===== src/rtl/seg_disp_pkg.sv =====
// Shared types and constants for the seven-segment display driver:
// FSM state encoding, active-low glyph table and the BCD add-3 step.
package seg_disp_pkg;

  typedef enum logic [1:0] {
    ST_IDLE   = 2'd0,
    ST_HEX    = 2'd1,
    ST_CONV   = 2'd2,
    ST_UPDATE = 2'd3
  } state_t;

  localparam logic [7:0] SEG_BLANK = 8'hFF;
  localparam logic [7:0] SEG_DASH  = 8'hBF;

  // Active-low {dp,g,f,e,d,c,b,a}, indexed by nibble value 0..F.
  localparam logic [7:0] GLYPH_TBL [16] = '{
    8'hC0, 8'hF9, 8'hA4, 8'hB0, 8'h99, 8'h92, 8'h82, 8'hF8,
    8'h80, 8'h90, 8'h88, 8'h83, 8'hC6, 8'hA1, 8'h86, 8'h8E
  };

  function automatic logic [3:0] add3(input logic [3:0] n);
    return (n >= 4'd5) ? n + 4'd3 : n;
  endfunction

endpackage


===== src/rtl/seg_disp_multi_if.sv =====
// Load handshake bundle between the value producer (master) and the
// display driver (slave).
interface seg_disp_multi_if #(
  parameter int VALUE_W = 24
);
  logic [VALUE_W-1:0] value;
  logic               mode_dec;
  logic               load_valid;
  logic               load_ready;

  modport master (output value, mode_dec, load_valid, input load_ready);
  modport slave  (input value, mode_dec, load_valid, output load_ready);
endinterface


===== src/rtl/seg_glyph_enc.sv =====
// Combinational nibble to active-low seven-segment glyph (dp always off).
module seg_glyph_enc (
  input  logic [3:0] nib,
  output logic [7:0] seg
);
  import seg_disp_pkg::*;

  assign seg = GLYPH_TBL[nib];

endmodule


===== src/rtl/seg_disp_multi.sv =====
// Multi-digit seven-segment driver with hex or double-dabble decimal rendering.
// Define SEG_DISP_LZB_EN to blank leading zero digits.
//
//   state     | meaning
//   ST_IDLE   | waiting for a load, load_ready high
//   ST_HEX    | one cycle: split value into nibbles, check upper bits
//   ST_CONV   | VALUE_W shift-add-3 iterations
//   ST_UPDATE | copy result and overflow into display registers
module seg_disp_multi
  import seg_disp_pkg::*;
#(
  parameter int NUM_DIGITS = 6,
  parameter int VALUE_W    = 24
) (
  input  logic                    clk,
  input  logic                    rst,
  seg_disp_multi_if.slave         ld,
  input  logic                    on_switch,
  output logic [NUM_DIGITS*8-1:0] dig,
  output logic                    busy,
  output logic                    overflow
);

  localparam int BCD_W = 4 * NUM_DIGITS;
  localparam int EXT_W = VALUE_W + BCD_W;
  localparam int CNT_W = $clog2(VALUE_W + 1);

  state_t             state_q, state_d;
  logic [VALUE_W-1:0] bin_q, bin_d;
  logic [BCD_W-1:0]   bcd_q, bcd_d;
  logic               ovf_q, ovf_d;
  logic [CNT_W-1:0]   cnt_q, cnt_d;
  logic [BCD_W-1:0]   disp_q, disp_d;
  logic               disp_ovf_q, disp_ovf_d;
  logic               disp_vld_q, disp_vld_d;

  logic                     accept;
  logic [EXT_W-1:0]         hex_ext;
  logic [BCD_W-1:0]         bcd_adj;
  logic [BCD_W+VALUE_W:0]   shifted;
  logic [7:0]               glyph [NUM_DIGITS];
  logic [NUM_DIGITS-1:0]    lzb;

  always_ff @(posedge clk) begin
    if (rst) begin
      state_q    <= ST_IDLE;
      bin_q      <= '0;
      bcd_q      <= '0;
      ovf_q      <= 1'b0;
      cnt_q      <= '0;
      disp_q     <= '0;
      disp_ovf_q <= 1'b0;
      disp_vld_q <= 1'b0;
    end else begin
      state_q    <= state_d;
      bin_q      <= bin_d;
      bcd_q      <= bcd_d;
      ovf_q      <= ovf_d;
      cnt_q      <= cnt_d;
      disp_q     <= disp_d;
      disp_ovf_q <= disp_ovf_d;
      disp_vld_q <= disp_vld_d;
    end
  end

  assign accept = ld.load_valid && ld.load_ready;

  always_comb begin
    state_d    = state_q;
    bin_d      = bin_q;
    bcd_d      = bcd_q;
    ovf_d      = ovf_q;
    cnt_d      = cnt_q;
    disp_d     = disp_q;
    disp_ovf_d = disp_ovf_q;
    disp_vld_d = disp_vld_q;

    hex_ext = EXT_W'(bin_q);
    for (int i = 0; i < NUM_DIGITS; i++) begin
      bcd_adj[4*i +: 4] = add3(bcd_q[4*i +: 4]);
    end
    // MSB of shifted is the bit leaving the top BCD nibble.
    shifted = {bcd_adj, bin_q, 1'b0};

    case (state_q)
      ST_IDLE: begin
        if (accept) begin
          bin_d   = ld.value;
          bcd_d   = '0;
          ovf_d   = 1'b0;
          cnt_d   = CNT_W'(VALUE_W);
          state_d = ld.mode_dec ? ST_CONV : ST_HEX;
        end
      end
      ST_HEX: begin
        bcd_d   = hex_ext[BCD_W-1:0];
        ovf_d   = |hex_ext[EXT_W-1:BCD_W];
        state_d = ST_UPDATE;
      end
      ST_CONV: begin
        bcd_d = shifted[BCD_W+VALUE_W-1:VALUE_W];
        bin_d = shifted[VALUE_W-1:0];
        ovf_d = ovf_q | shifted[BCD_W+VALUE_W];
        cnt_d = cnt_q - CNT_W'(1);
        if (cnt_q == CNT_W'(1)) state_d = ST_UPDATE;
      end
      ST_UPDATE: begin
        disp_d     = bcd_q;
        disp_ovf_d = ovf_q;
        disp_vld_d = 1'b1;
        state_d    = ST_IDLE;
      end
      default: state_d = ST_IDLE;
    endcase
  end

  always_comb begin
    busy          = (state_q == ST_HEX) || (state_q == ST_CONV);
    ld.load_ready = (state_q == ST_IDLE);
    overflow      = disp_ovf_q;
  end

  for (genvar g = 0; g < NUM_DIGITS; g++) begin : g_enc
    seg_glyph_enc u_enc (
      .nib (disp_q[4*g +: 4]),
      .seg (glyph[g])
    );
  end

  always_comb begin
`ifdef SEG_DISP_LZB_EN
    logic run;
    lzb = '0;
    run = 1'b1;
    // Digit 0 is never blanked so a zero value still shows "0".
    for (int i = NUM_DIGITS - 1; i > 0; i--) begin
      run    = run & (disp_q[4*i +: 4] == 4'h0);
      lzb[i] = run;
    end
`else
    lzb = '0;
`endif
    dig = '0;
    for (int i = 0; i < NUM_DIGITS; i++) begin
      if (!on_switch || !disp_vld_q) dig[8*i +: 8] = SEG_BLANK;
      else if (disp_ovf_q)           dig[8*i +: 8] = SEG_DASH;
      else if (lzb[i])               dig[8*i +: 8] = SEG_BLANK;
      else                           dig[8*i +: 8] = glyph[i];
    end
  end

endmodule


===== src/flat_wrapper.sv =====
// flat-port wrapper written by rule: the top's interface ports become plain ports
module seg_disp_multi_flat import seg_disp_pkg::*;
#(
  parameter int NUM_DIGITS = 6,
  parameter int VALUE_W    = 24
)
  (clk, rst, on_switch, dig, busy, overflow, ld_value, ld_mode_dec, ld_load_valid, ld_load_ready);
  seg_disp_multi_if #(.VALUE_W(VALUE_W)) ld_i ();
  input  logic clk;
  input  logic rst;
  input  logic on_switch;
  output logic [NUM_DIGITS*8-1:0] dig;
  output logic busy;
  output logic overflow;
  input wire logic [$bits(ld_i.value)-1:0] ld_value;
  input wire logic [$bits(ld_i.mode_dec)-1:0] ld_mode_dec;
  input wire logic [$bits(ld_i.load_valid)-1:0] ld_load_valid;
  output wire logic [$bits(ld_i.load_ready)-1:0] ld_load_ready;
  assign ld_i.value = ld_value;
  assign ld_i.mode_dec = ld_mode_dec;
  assign ld_i.load_valid = ld_load_valid;
  assign ld_load_ready = ld_i.load_ready;
  seg_disp_multi #(.NUM_DIGITS(NUM_DIGITS), .VALUE_W(VALUE_W)) u_core (.clk(clk), .rst(rst), .ld(ld_i), .on_switch(on_switch), .dig(dig), .busy(busy), .overflow(overflow));
endmodule

===== config.mk =====
export PLATFORM = sky130hd
export DESIGN_NAME = seg_disp_multi_flat
export DESIGN_NICKNAME = d
export VERILOG_FILES = /design/src/rtl/seg_disp_pkg.sv /design/src/rtl/seg_disp_multi_if.sv /design/src/rtl/seg_glyph_enc.sv /design/src/rtl/seg_disp_multi.sv /design/src/flat_wrapper.sv
export SDC_FILE = /design/constraint.sdc
export NUM_CORES = 1
export LEC_CHECK = 0
export CAP_MARGIN = 20
export CORE_MARGIN = 1
export CORE_UTILIZATION = 35
export CTS_BUF_LIST = sky130_fd_sc_hd__clkbuf_8
export CTS_CLUSTER_SIZE = 12
export DETAILED_ROUTE_END_ITERATION = 10
export PLACE_DENSITY = 0.6
export SETUP_SLACK_MARGIN = 0.15
export SLEW_MARGIN = 10
export SYNTH_ARGS = -nofsm -noshare
export SYNTH_HDL_FRONTEND = slang
export SYNTH_SLANG_ARGS = --single-unit

===== constraint.sdc =====
create_clock -name clk -period 4.4 [get_ports clk]
set_input_delay 0.88 -clock clk [delete_from_list [all_inputs] [get_ports clk]]
set_output_delay 0.88 -clock clk [all_outputs]
set_load 0.05 [all_outputs]

* Word-level counts from Yosys, hierarchy flattened *
Memory sizes are Yosys's and may differ from the RTL's.
Index checks and enable logic that the tools add are counted.

storage, ports and cells
  register bits after elaboration = 82
  output and inout port bits = 51
  memories kept = 6
  memory bits (read-only) = 768
  input port bits = 29

memories
  memory            depth  width  rd ports  clocked after Yosys merged registers in  write ports  line                text
  (name not given)  16     8      1         0                                        0            seg_glyph_enc.sv:8  assign seg = GLYPH_TBL[nib];
  (name not given)  16     8      1         0                                        0            seg_glyph_enc.sv:8
  (name not given)  16     8      1         0                                        0            seg_glyph_enc.sv:8
  (name not given)  16     8      1         0                                        0            seg_glyph_enc.sv:8
  (name not given)  16     8      1         0                                        0            seg_glyph_enc.sv:8
  (name not given)  16     8      1         0                                        0            seg_glyph_enc.sv:8

cells by class
  bitwise gates (word level) = 7
  mux-type cells = 42
  $lt $le $gt $ge = 12
  reductions and logical operators = 11
  add/subtract/negate cells = 7
  equality and inequality tests = 6

operators with widths
  cell                   count
  $mux W8                24
  $pmux W24 S3           1
  $mux W24               2
  $pmux W24 S2           1
  $ge A5 B5 Y1 const B   6
  $not A4 Y5             6
  $add A4 B2 Y4 const B  6
  $ge A4 B3 Y1 const B   6
  $mux W4                6
  $pmux W5 S2            1
  $pmux W2 S4            1
  $mux W2                3
  $reduce_and A2 Y1      3
  $eq A5 B1 Y1 const B   1
  $mux W5                1
  $sub A5 B1 Y5 const B  1
  $eq A2 B2 Y1 const B   2
  $pmux W1 S3            1
  $reduce_bool A3 Y1     1
  $eq A2 B1 Y1 const B   1
  $logic_not A1 Y1       2
  $logic_not A2 Y1       1
  $logic_or A1 B1 Y1     2
  $ne A2 B1 Y1 const B   1
  5 further kinds        5

* Longest topological paths before layout *
Gate-level depths: netlist (run 1).

  depth in word-level cells = 6
  mapped depth = 8

* Cells and area by module *
Synthesis (run 1) repeated with hierarchy kept, for this count alone.

second synthesis, totals
  cells, all modules = 691
  area total of the unflattened synthesis = 6,013.3 µm²

modules (own cells, without submodules)
  module                                     cells an instance  area each (µm²)  instances
  seg_disp_multi                             484                4,312.9          1
  seg_glyph_enc (u_core.g_enc[1].u_enc ...)  34                 286.5            3
  seg_glyph_enc (u_core.g_enc[0].u_enc ...)  35                 280.3            3

* Least setup slack after synthesis (run 1) *
OpenSTA, ideal clock, no wires.

  path kind = register -> output
  start = register u_core.disp_q[5]
  end = output dig[11]
  buffers on the path = 0
  stages on the path, launching flop included = 5
  path slack = 997 ps
  arrival = 2,523 ps
  data required time = 3,520 ps
  cell sequence = dfxtp_1 > inv_1 > ha_1 > nor2_1 > o311ai_0

on the way
  word-level cells in the longest chain between the ends = 6

RTL lines
  element                                     line                   text
  from (decl)                                 seg_disp_multi.sv:33   logic [BCD_W-1:0] disp_q, disp_d;
  from (signal assigned)                      seg_disp_multi.sv:60   disp_q <= disp_d;
  $not A4 Y5 (implied by the code)            seg_glyph_enc.sv:8
  $mem_v2 Z16 W8                              --
  $mux W8 (implied by the code) (2 in a row)  seg_glyph_enc.sv:8
  $mux W8                                     seg_disp_multi.sv:146  else if (disp_ovf_q) dig[8*i +: 8] = SEG_DASH;
  $mux W8                                     seg_disp_multi.sv:145  if (!on_switch || !disp_vld_q) dig[8*i +: 8] = SEG_BLANK;
  to (decl)                                   flat_wrapper.sv:12     output logic [NUM_DIGITS*8-1:0] dig;

Every way passes these cells. The select of a mux whose other input is x is not followed.

* Final worst setup path (run 1) *
  start = input on_switch
  end = output dig[12]

on the way
  word-level cells in the longest chain between the ends = 3

RTL lines
  element             line                   text
  from (decl)         flat_wrapper.sv:11     input logic on_switch;
  $logic_not A1 Y1    seg_disp_multi.sv:145
  $logic_or A1 B1 Y1  seg_disp_multi.sv:145
  $mux W8             seg_disp_multi.sv:145

Every way passes these cells.

==> metrics.md, run 1 <==
| Metric | Value |
|---|---|
| Status | finished clean |
| Final min period | 3.42 ns |
| TritonCTS Buffers | 9 |
| Row count | 45 |
| Die width | 128 µm |
| Crit path max-delay family | buffers and inverters |
| CTS HTree Levels | 3 |
| R2R setup slack | 1.94 ns |
| First-pass iteration count of the detailed router | 5 |
| Clock buffer depth | 2 |
| Worst VDD drop | 0.265 mV |
| Area of the multi-input gates | 0.00360 mm² |
| Latest clock arrival within the worst-skew pair | 0.36 ns |
| CP startpoint kind | primary input |
| RR Startpoint | u_core.state_q[0] |
| WP data arrival | 2.54 ns |
| Final std cells w/o fill | 925 |
| Post-route DRC violation count | 0 |
| Wire length per cell | 14.2 µm |
| Height of the die | 128 µm |
| Final setup viols | 0 |
| Largest stage delay on the critical path | 0.45 ns |
| Power Density | 398 mW/mm² |
| Initial DRC count | 277 |
| Grt ovf | 0 |
| Post-synth top flop | dfxtp_1 |
| Largest area contributor in the netlist | dfxtp_1 |
| Post-synth EDFFs | 0 |
| Hold_buf cts | 0 |
| Gate Count Post-Synth | 665 |
| Largest net degree at the start of global routing | 49 |
| Post_cts resized | 0 |
| CTS tree | built |
| Crit Path Class | in -> out |
| Post-Syn Area | 0.00558 mm² |
| Max-Cap Viols | 0 |
| LEAKAGE | 2.21 nW |
| Crit path max-delay cell type | clkdlybuf4s50_1 |
| Yosys reg bits | 82 |
| Final Hold Fails | 0 |
| Worst hold path class | reg -> reg |
| Max-slew violations | 0 |
| Most frequent cell on the critical path | buf_4 |
| Final ANT Viol Nets | 0 |
| Fmax | 292 MHz |
| HP Start | u_core.disp_vld_q |
| Total setup buffers inserted after CTS | 0 |
| Post-synth top area share | 0.294 |
| Hpwl dp | 9.71 mm |
| Final Skew | 0.00520 ns |
| Critical Path RT | 3.52 ns |
| Post-Route WL | 13.2 mm |
| Gr usage total | 0.164 |
| Asr flop ratio synth | 0 |
| Area growth, synth to finish | 16.9% |
| Syn Area/Cell | 8.39 µm² |
| Layout cells sized above 1 | 0.0980 |
| FF-to-FF path depth | 7 |
| Fill cell count | 1517 |
| Placed Instances | 910 |
| Root Driver | clkbuf_8 |
| Antenna diode count | 0 |
| RSZ-0062 raised after global routing | no |
| Max_slew headroom | 0.411 |
| Core area | 0.0154 mm² |
| Vias in the first global route | 4441 |
| Layout Nets | 793 |
| CP Buf/Inv Count | 3 |
| Fin crit share | 0.778 |
| Die area | 0.0165 mm² |
| CP cell instances | clkdlybuf4s50_1, and2_1, nor2b_2, buf_4, o311ai_0, buf_4 |
| Worst-margin pin slew | 0.882 ns |
| Starting density of the core | 0.363 |
| CP endpoint kind | output pin |
| Clk pin slew, worst setup/hold paths | 0.07 ns |
| PortBufs | 73 |
| Ranking of synthesized cells by area | dfxtp_1, ha_1, mux2i_1, nor2_1, a211oi_1 |
| Register Area | 0.00164 mm² |
| DR vias | 4897 |
| GP Congestion | 0.907 |
| First-pass GRT wire length | 21.9 mm |
| Boundary Pins | 80 |
| Drt via density | 5.29 |
| Initial antenna violation count | 0 |
| # clock sinks | 82 |
| Hold Path End | u_core.disp_vld_q |
| Setup_tns | 0 ns |
| Unique masters post-synth | 44 |
| Reg2reg end | u_core.bcd_q[17] |
| Post-synthesis sequential area ratio | 0.294 |
| Hold Path Depth | 2 |
| Synthesis warning total | 0 |
| Overall Power | 2.59 mW |
| Crit path max fanout | 36 |
[per-layer routing]
layer,share of wire,track usage,up-vias
met5,0,0,-
met1,0.51,0.240,2248
met4,0.017,0.0644,0
li1,-,-,2486
met3,0.043,0.0184,19
met2,0.43,0.243,144
[per-stage QoR]
step	instance area [µm²]	worst slack [ns]	utilization	hold slack, ns
CTS	6520	0.958	0.424	0.473
global route	6520	0.819	0.424	0.500
detailed placement	6320	0.964	0.411	0.454
global placement	6320	1.01	0.411	0.457
floorplan	5600	0.997	-	0.427
finish	6520	0.976	0.424	0.465
[registers in the layout (all words and copies together) (netlist names)]
signal and cells:
u_core.bcd_q 24, u_core.bin_q 24, u_core.disp_q 24, u_core.cnt_q 5
u_core.state_q 2, u_core.disp_vld_q 1, u_core.overflow 1, u_core.ovf_q 1
[worst max path at each step]
stage	cells past startpoint	endpoint	from	slack [ns]
2_1_floorplan	4	dig[11]	u_core.disp_q[5]	1.0
3_3_place_gp	4	dig[6]	on_switch	1.01
3_5_place_dp	6	dig[3]	on_switch	0.96
4_1_cts	6	dig[12]	on_switch	0.96
5_1_grt	6	dig[21]	on_switch	0.82
6_report	6	dig[12]	on_switch	0.98
[power by group]
part           switching (mW)  internal (mW)
logic                   0.678          0.373
registers               0.124          0.856
clock network           0.261          0.303
total                    1.06           1.53
[layout make-up]
cell class | instances | area share
Timing Repair Buffer | 79 | 0.104
Sequential cell | 82 | 0.252
Multi-Input combinational cell | 503 | 0.552
Clock buffer | 12 | 0.0253
Inverter | 35 | 0.0201
Clock inverter | 3 | 0.00595
Tap cell | 211 | 0.0405
[kinds of logic (layout without fill, tap and decap cells)]
group,after synthesis,after routing,synth area share
other cells,1,6,0.000672
mux,57,57,0.104
simple gates,193,193,0.164
flops,82,82,0.294
buf+inv,85,129,0.0655
compound gates,186,186,0.240
xor+xnor,7,7,0.0110
fa+ha+maj,54,54,0.121
[synth_stat cells (2+ instances only)]
cell and number:
dfxtp_1 82, nor2_1 71, ha_1 54, mux2i_1 51, nand2_1 47, o21ai_0 41
a211oi_1 35, inv_1 34, nand2b_1 32, o311ai_0 24, clkbuf_1 23, a22oi_1 21
buf_2 19, o211ai_1 18, nor2b_1 17, a21oi_1 10, nand3_1 10, a32oi_1 8
a21boi_0 6, a21o_1 6, a222oi_1 6, buf_4 6, mux2_2 6, nand3b_1 6
xnor2_1 6, a221oi_1 5, nor3_1 3, buf_1 2
[cell usage in the layout (no fill, tap or decap), types with 3 or more instances in the layout]
master	count
nor3_1	3
clkdlybuf4s50_1	36
nand2_1	47
nand3b_1	6
mux2_2	6
nand2b_1	32
o311ai_0	24
conb_1	6
a22oi_1	21
o21ai_0	41
o211ai_1	18
xnor2_1	6
a21oi_1	10
dfxtp_1	82
nor2b_1	16
mux2i_1	51
nor2_1	71
clkbuf_8	12
ha_1	53
a222oi_1	6
a211oi_1	35
inv_1	35
a221oi_1	5
a21boi_0	6
nand3_1	10
a21o_1	6
buf_4	42
a32oi_1	8
[tightest hold or removal path, stage by stage (launching register included)]
cell and delay, ns:
dfxtp_1 0.33, nor2_1 0.04, nor2_1 0.06
Power figures use the tool's default switching activity.
==> run 2, diff against run 1 <==
clock period = 3.6 ns   (was 4.4 ns; I/O delays follow)
==> run 2 against run 1 <==
Routed wire length is 1.4% higher. Critical path depth grew 1. Count of clock-buffer cells in the layout shrank 2. Die area is the same. Via count is 0.74% higher. Global-route usage rose by 0.25 points. Combinational power rose by 23%.
==> metrics.md, run 2 (synthesis gave the netlist of run 1 again) <==
| Metric | Value |
|---|---|
| Setup_tns | 0 ns |
| Worst-margin pin slew | 0.920 ns |
| Clk pin slew, worst setup/hold paths | 0.07 ns |
| CP endpoint kind | output pin |
| Grt ovf | 0 |
| Die area | 0.0165 mm² |
| Final Skew | 0.00576 ns |
| Core area | 0.0154 mm² |
| Boundary Pins | 80 |
| LEAKAGE | 2.20 nW |
| Wire length per cell | 14.4 µm |
| Crit Path Class | reg -> out |
| Gr usage total | 0.166 |
| Commonest non-fill, non-tap cells in the layout | dfxtp_1, nor2_1, ha_1 |
| Hold_buf cts | 0 |
| Max-slew violations | 0 |
| Power Density | 473 mW/mm² |
| Fin crit share | 0.872 |
| Worst VDD drop | 0.230 mV |
| Largest stage delay on the critical path | 0.87 ns |
| Place WS | 0.475 ns |
| GP Congestion | 0.861 |
| Worst path depth | 7 |
| Die width | 128 µm |
| Status | finished clean |
| CP startpoint kind | register |
| # clock sinks | 82 |
| RSZ-0062 raised after global routing | no |
| Reg2reg end | u_core.bcd_q[17] |
| RR Startpoint | u_core.state_q[0] |
| First-pass GRT wire length | 22.2 mm |
| Final setup viols | 0 |
| Worst hold path class | reg -> reg |
| Most frequent cell on the critical path | nand2_1 |
| Max_slew headroom | 0.385 |
| Antenna diode count | 0 |
| Max-Cap Viols | 0 |
| Row count | 45 |
| DR vias | 4933 |
| Final ANT Viol Nets | 0 |
| Final min period | 3.14 ns |
| Post_cts resized | 0 |
| Root Driver | clkbuf_8 |
| Post-route DRC violation count | 0 |
| Starting density of the core | 0.363 |
| Vias in the first global route | 4598 |
| Critical Path RT | 2.88 ns |
| Latest clock arrival within the worst-skew pair | 0.35 ns |
| Post-Route WL | 13.4 mm |
| Crit path from | u_core.disp_q[0] |
| Crit path max-delay family | buffers and inverters |
| CTS tree | built |
| Hpwl dp | 9.82 mm |
| Final WS setup | 0.461 ns |
| WP data arrival | 2.42 ns |
| Initial DRC count | 363 |
| First-pass iteration count of the detailed router | 5 |
| FF-to-FF path depth | 7 |
| Largest net degree at the start of global routing | 44 |
| Crit path max fanout | 6 |
| Drt via density | 5.33 |
| CP cell instances | inv_1, ha_1, nand2_1, nand2_1, a22oi_1, o21ai_0, clkdlybuf4s50_1 |
| Clock buffer depth | 2 |
| Commonest non-fill, non-tap cell in the layout | dfxtp_1 |
| PortBufs | 73 |
| Layout Nets | 793 |
| Initial antenna violation count | 0 |
| CP Buf/Inv Count | 2 |
| Biggest regs | u_core.bcd_q: 24 flops, u_core.bin_q: 24 flops, u_core.disp_q: 24 flops |
| R2R setup slack | 1.12 ns |
| Critical path destination | dig[6] |
| Fmax | 319 MHz |
| Area growth, synth to finish | 16.2% |
| Total setup buffers inserted after CTS | 0 |
| TritonCTS Buffers | 9 |
| Crit path max-delay cell type | clkdlybuf4s50_1 |
| Final Hold Fails | 0 |
| CTS HTree Levels | 3 |
| Layout cells sized above 1 | 0.0951 |
| Height of the die | 128 µm |
==> run 2: changes by cell type in the layout (fill, tap and decap cells not counted), sizes merged <==
cell,previous run,this run
inv,36,39
clkbuf,12,10
bufinv,1,0
clkinvlp,0,1
==> run 2: layout make-up <==
class / count / area (µm²)
timing repair buffer: 79 / 681
clock inverter: 6 / 27.5
clock buffer: 10 / 138
inverter: 35 / 131
multi-input combinational: 503 / 3600
sequential: 82 / 1640
fill: 1522 / 8890
tap: 211 / 264
==> run 2: worst reg2reg max path: cells and delay by family, from the launching register on <==
kind / cells / cell delay [ns]
adders and majority gates: 1 / 0.41
DFF: 1 / 0.35
and+or+nand+nor: 1 / 0.78
buffers and inverters: 2 / 0.37
muxes: 1 / 0.23
AOI/OAI and AO/OA: 2 / 0.26
==> run 2: how the worst min path moves through the flow <==
stage	endpoint	start	cells after the start	slack, ns
after floorplan	u_core.disp_vld_q	u_core.disp_vld_q	2	0.43
after global placement	u_core.ovf_q	u_core.ovf_q	1	0.46
after detailed placement	u_core.ovf_q	u_core.ovf_q	1	0.47
after CTS	u_core.disp_vld_q	u_core.disp_vld_q	2	0.48
after global routing	u_core.ovf_q	u_core.ovf_q	1	0.50
final	u_core.disp_vld_q	u_core.disp_vld_q	2	0.48
==> run 2: metrics by stage <==
step	cell area (µm²)	hold WS, ns	power, mW	cells	util
2_1_floorplan	5600	0.427	2.17	670	-
3_3_place_gp	6320	0.459	2.47	910	0.411
3_5_place_dp	6320	0.467	2.52	910	0.411
4_1_cts	6480	0.482	3.09	926	0.422
5_1_grt	6480	0.501	3.27	926	0.422
6_report	6480	0.477	3.07	926	0.422
==> run 2: power by group <==
part | switching (mW) | leakage, nW | internal, mW
registers | 0.154 | 0.667 | 1.05
clock network | 0.316 | 0.0973 | 0.259
logic | 0.839 | 1.43 | 0.455
==> run 2: routing by layer <==
| metal | up-vias | routed length, µm | track usage |
|---|---|---|---|
| met3 | 11 | 603 | 0.0184 |
| met2 | 127 | 5750 | 0.252 |
| met4 | 0 | 171 | 0.0671 |
| met5 | - | 0 | 0 |
| li1 | 2481 | - | - |
| met1 | 2314 | 6830 | 0.239 |
==> run 3, diff against run 2 <==
CTS_CLUSTER_SIZE = 30   (was 12)
==> results of run 3 <==
Same layout as run 2: the final DEF is identical, and so are final timing and power.
